**src/rtl/bus_arbiter.sv**
```systemverilog
// Two-master round-robin arbiter for the shared ROM/RAM/GPIO bus; grant one cycle after request.
// Granted master's strobes/ready are muxed combinationally; each transaction ends with a one-cycle RELEASE.
module bus_arbiter #(
  parameter int unsigned TIMEOUT = 15
) (
  input  logic       clk,
  input  logic       reset,
  input  logic       m0_read,
  input  logic       m0_write,
  input  logic [7:0] m0_address,
  input  logic [7:0] m0_data_out,
  output logic [7:0] m0_data_in,
  output logic       m0_ready,
  input  logic       m1_read,
  input  logic       m1_write,
  input  logic [7:0] m1_address,
  input  logic [7:0] m1_data_out,
  output logic [7:0] m1_data_in,
  output logic       m1_ready,
  output logic       read,
  output logic       write,
  output logic [7:0] address,
  output logic [7:0] data_out,
  input  logic [7:0] data_in,
  input  logic       ready,
  output logic [1:0] grant,
  output logic       timeout
);

  typedef enum logic [1:0] {IDLE, BUSY0, BUSY1, RELEASE} state_t;

  localparam logic [7:0] CNT_LAST = 8'(TIMEOUT - 1);

  state_t     state, state_nxt;
  logic       last_served, last_served_nxt;
  logic [7:0] wait_cnt, wait_cnt_nxt;
  logic       timeout_nxt;
  logic       m0_req, m1_req, cur_req;

  assign m0_req  = m0_read | m0_write;
  assign m1_req  = m1_read | m1_write;
  assign cur_req = (state == BUSY1) ? m1_req : m0_req;

  always_ff @(posedge clk or posedge reset) begin
    if (reset) begin
      state       <= IDLE;
      last_served <= 1'b1;
      wait_cnt    <= 8'h00;
      timeout     <= 1'b0;
      grant       <= 2'b00;
    end else begin
      state       <= state_nxt;
      last_served <= last_served_nxt;
      wait_cnt    <= wait_cnt_nxt;
      timeout     <= timeout_nxt;
      grant       <= (state_nxt == BUSY0) ? 2'b01 :
                     (state_nxt == BUSY1) ? 2'b10 : 2'b00;
    end
  end

  always_comb begin
    state_nxt       = state;
    last_served_nxt = last_served;
    wait_cnt_nxt    = wait_cnt;
    timeout_nxt     = 1'b0;
    case (state)
      IDLE: begin
        wait_cnt_nxt = 8'h00;
        if (m0_req && m1_req) state_nxt = last_served ? BUSY0 : BUSY1;
        else if (m0_req)      state_nxt = BUSY0;
        else if (m1_req)      state_nxt = BUSY1;
      end
      BUSY0, BUSY1: begin
        // Completion wins over expiry in the same cycle; withdraw never raises timeout.
        if (ready || !cur_req || wait_cnt == CNT_LAST) begin
          state_nxt       = RELEASE;
          last_served_nxt = (state == BUSY1);
          wait_cnt_nxt    = 8'h00;
          timeout_nxt     = !ready && cur_req;
        end else begin
          wait_cnt_nxt = wait_cnt + 8'd1;
        end
      end
      RELEASE: begin
        state_nxt    = IDLE;
        wait_cnt_nxt = 8'h00;
      end
      default: state_nxt = IDLE;
    endcase
  end

  always_comb begin
    read       = 1'b0;
    write      = 1'b0;
    address    = 8'h00;
    data_out   = 8'h00;
    m0_ready   = 1'b0;
    m1_ready   = 1'b0;
    m0_data_in = 8'h00;
    m1_data_in = 8'h00;
    case (state)
      BUSY0: begin
        write      = m0_write;
        read       = m0_read & ~m0_write;
        address    = m0_address;
        data_out   = m0_data_out;
        m0_ready   = ready;
        m0_data_in = data_in;
      end
      BUSY1: begin
        write      = m1_write;
        read       = m1_read & ~m1_write;
        address    = m1_address;
        data_out   = m1_data_out;
        m1_ready   = ready;
        m1_data_in = data_in;
      end
      default: ;
    endcase
  end

endmodule

```
**config.mk**
```make
export PLATFORM = sky130hd
export DESIGN_NAME = bus_arbiter
export DESIGN_NICKNAME = d
export VERILOG_FILES = /design/src/rtl/bus_arbiter.sv
export SDC_FILE = /design/constraint.sdc
export NUM_CORES = 1
export LEC_CHECK = 0
export ABC_AREA = 1
export BUFFER_PORTS_ARGS = -buffer_cell sky130_fd_sc_hd__buf_2
export CAP_MARGIN = 15
export CORE_MARGIN = 1
export CORE_UTILIZATION = 41
export DETAILED_ROUTE_END_ITERATION = 10
export MAX_ROUTING_LAYER = met4
export PLACE_DENSITY = 0.8
export SETUP_SLACK_MARGIN = 0.4
export SLEW_MARGIN = 20
export SYNTH_ARGS = -nofsm -noshare
export SYNTH_HDL_FRONTEND = slang
export SYNTH_SLANG_ARGS = --single-unit
```
**constraint.sdc**
```tcl
create_clock -name clk -period 2.05 [get_ports clk]
set_clock_uncertainty 0.05 [all_clocks]
set_input_delay 0.205 -clock clk [delete_from_list [all_inputs] [get_ports clk]]
set_output_delay 0.205 -clock clk [all_outputs]
set_load 0.05 [all_outputs]
```
==> run_results.csv <==
group,metric,value,unit
logic_synthesis,synth_seq_cells,14,
cells_and_area,final_cell_count_no_fill,313,
drt,drtPass1Iterations,4,
cells_and_area,diodes,0,
global_routing,track_usage,29.48,%
cells_and_area,regArea,351.6,um^2
global_routing,met3_usage,7.209,%
clock_network,cts_tree,"done",
placement,placed_area,1859,um^2
die,core,2758,um^2
clock_network,cts_num_sinks,14,
sta,max-slew-margin-rel,63.33,%
sta,fmax,0.5420,GHz
clock_network,clkTransAtPathRegs,0.08,ns
worst_setup_path,r2r_slack,0.31,ns
drt,first_iter_violations,111,
sta,tightest_slew,0.5494,ns
cells_and_area,multi_input_area,987.2,um^2
flow_run,max_cap_viol_count,0,
global_routing,antenna_found_initial,0,
drt,viasPerCell,5.115,
worst_setup_path,path_class,"reg -> out",
drt,antenna_left,0,
worst_setup_path,reg2reg_to,"grant[1]$_DFF_PP0_",
logic_synthesis,synth-main-ff-cell,"dfrtp_1",
global_routing,grtUsageMet1,30.31,%
clock_network,root_buffer,"clkbuf_4",
logic_synthesis,syn_avg_cell_area,6.402,um^2
die,die-area,3156,um^2
worst_setup_path,crit_fanout,9,
die,boundaryPins,86,
worst_setup_path,start_kind,"flop",
clock_network,clock_path_buffers,2,
min_path,hp-class,"in -> reg",
drt,wl_per_cell,15.37,um
placement,dp.cells,298,
clock_network,cts_max_level,1,
drt,drt_wl_total,4.812,mm
die,start_util,43.65,%
worst_setup_path,worst_setup_path_end_kind,"output port",
sta,final.setup.worst_slack,0.2049,ns
sta,tns,0,ns
power_and_ir_drop,powerDensity,1677,nW/um^2
power_and_ir_drop,leakagePower,1.164,nW
sta,final_max_slew_viol_count,0,
global_routing,grt_pass1_vias,1628,
logic_synthesis,synth_edf_count,0,
worst_setup_path,worstPathArrival,1.59,ns
logic_synthesis,yosysWarnings,0,
worst_setup_path,crit_required,1.79,ns
status,status,"finished, final reports clean",
logic_synthesis,ys_seq_area_share,29.21,%
worst_setup_path,r2r_start,"state[0]$_DFF_PP0_",
placement,globalplace.congestion,0.8274,
cells_and_area,layout.cells.most_common,"nand2_1",
cells_and_area,fillerInstances,151,
die,fp-row-count,19,
worst_setup_path,reg2regPathDepth,10,
cells_and_area,layout_common_cells,"51 x nand2_1, 49 x buf_2, 39 x buf_6, 27 x inv_1, 20 x nand2_2",
global_routing,use_met2,52.89,%
global_routing,gr-total-overflow,0,
sta,min_period,1.845,ns
logic_synthesis,synth-async-reset-ratio,100.0,%
logic_synthesis,netlist_area,1204,um^2
cells_and_area,drive_gt1_share,57.80,%
drt,drc,0,
sta,setup-violations-final,0,
cells_and_area,syn2layout_area_growth,94.80,%
worst_setup_path,cpPeakStageDelay,0.41,ns
global_routing,grt_pass1_wl,7.120,mm
power_and_ir_drop,vdd_drop_max,0.001431,V
placement,dp_hpwl,2.590,mm
die,die_x,56.18,um
sta,min_period_over_period,90.01,%
sta,rsz0062_at_grt,"yes",
min_path,min_delay_worst_endpoint,"timeout$_DFF_PP0_",
drt,vias,1601,
logic_synthesis,netlist-cell-type-count,23,
logic_synthesis,syn_inst,188,
sta,fin_hold_ws,0.2075,ns
sta,hold_viol,0,
clock_network,cts_made_buffers,3,
worst_setup_path,crit_slowest_cell,"dfrtp_1",
global_routing,grt_max_degree,21,
die,die_height,56.18,um
clock_network,clk_latency,0.28,ns
global_routing,busiest_layer,"met2",
cells_and_area,nets,335,
logic_synthesis,syn-num-nets,240,
worst_setup_path,cp_cell_sequence,"inv_2 -> ha_4 -> buf_8 -> nand2_1 -> a21oi_4 -> buf_6",
placement,portBuffers,85,
cells_and_area,design_area,2345,um^2
placement,dpl_worst_slack,0.05651,ns
min_path,holdPathStages,4,
min_path,hp-start,"ready",
[through the flow]
stage               utilization [%]  total power, mW
global route                  85.03            4.095
detailed placement            67.42            2.899
finish                        85.03            3.933
CTS                           83.21            3.804
floorplan                         -            2.600
global placement              67.42            2.878
[layer usage]
layer	vias to the layer above	share of wire [%]
li1	767	-
met1	751	36
met2	69	53
met3	14	7.4
met4	0	2.9
met5	-	0
[synthesized netlist by cell type (3+ instances only)]
| cell type | count | area (um^2) |
|---|---|---|
| a21oi_1 | 22 | 110.1 |
| buf_2 | 7 | 35.03 |
| dfrtp_1 | 13 | 325.3 |
| ha_1 | 5 | 62.56 |
| inv_1 | 30 | 112.6 |
| nand2_1 | 64 | 240.2 |
| nand2_2 | 7 | 43.79 |
| nand3_1 | 5 | 25.02 |
| nand3b_1 | 3 | 22.52 |
| nor2_1 | 10 | 37.54 |
| nor2_2 | 4 | 25.02 |
| xor2_1 | 3 | 26.28 |
[worst max-delay path by stage]
stage	from	end	slack, ns	cells after the start
floorplan	state[1]$_DFF_PP0_	data_out[1]	0.40	6
global placement	state[1]$_DFF_PP0_	grant[0]$_DFF_PP0_	0.11	6
detailed placement	state[1]$_DFF_PP0_	grant[1]$_DFF_PP0_	0.06	6
CTS	state[1]$_DFF_PP0_	read	0.25	6
global route	state[0]$_DFF_PP0_	read	0.16	6
finish	state[0]$_DFF_PP0_	address[7]	0.20	6
[area by class of cell]
type,count,area share (%)
Clock buffer,4,1.547
Multi-Input combinational cell,135,42.10
Sequential cell,14,14.99
Inverter,31,5.496
Tap cell,31,1.654
Timing Repair Buffer,98,34.20
[cells by family after synthesis]
logic type	Yosys count	synth area share (%)
adders and majority gates	5	5.198
DFF	14	29.21
and+or+nand+nor	101	39.09
AOI/OAI and AO/OA	25	10.71
buffers and inverters	39	12.89
xor gates and xnor gates	4	2.911
[critical path: cells and delay by family, from the launching register on]
kind            cells  cell delay (ns)
compound gates      1             0.17
flops               1             0.41
fa+ha+maj           1             0.20
simple gates        1             0.10
buf+inv             3             0.43
[report_power, final]
group	internal, mW	leakage, nW	total, mW	switching [mW]
combinational	1.18	0.957	3.35	2.17
clock	0.108	0.0210	0.200	0.0922
sequential	0.340	0.186	0.380	0.0404
total	1.63	1.16	3.93	2.30
[registers in the layout (all words and copies together) (netlist names)]
| register | flops |
|---|---|
| timeout | 1 |
| last_served | 1 |
| state | 2 |
| grant | 2 |
| wait_cnt | 8 |
[what timing repair did]
action                                  CTS  global route
buffers inserted                          8             0
resized for setup                        91            16
endpoints found under the setup margin   50            49
hold buffers                              1             0
pin swaps                                 2             2
gates cloned                              2             0
endpoints found under the hold margin    13             0
Power figures use the tool's default switching activity.
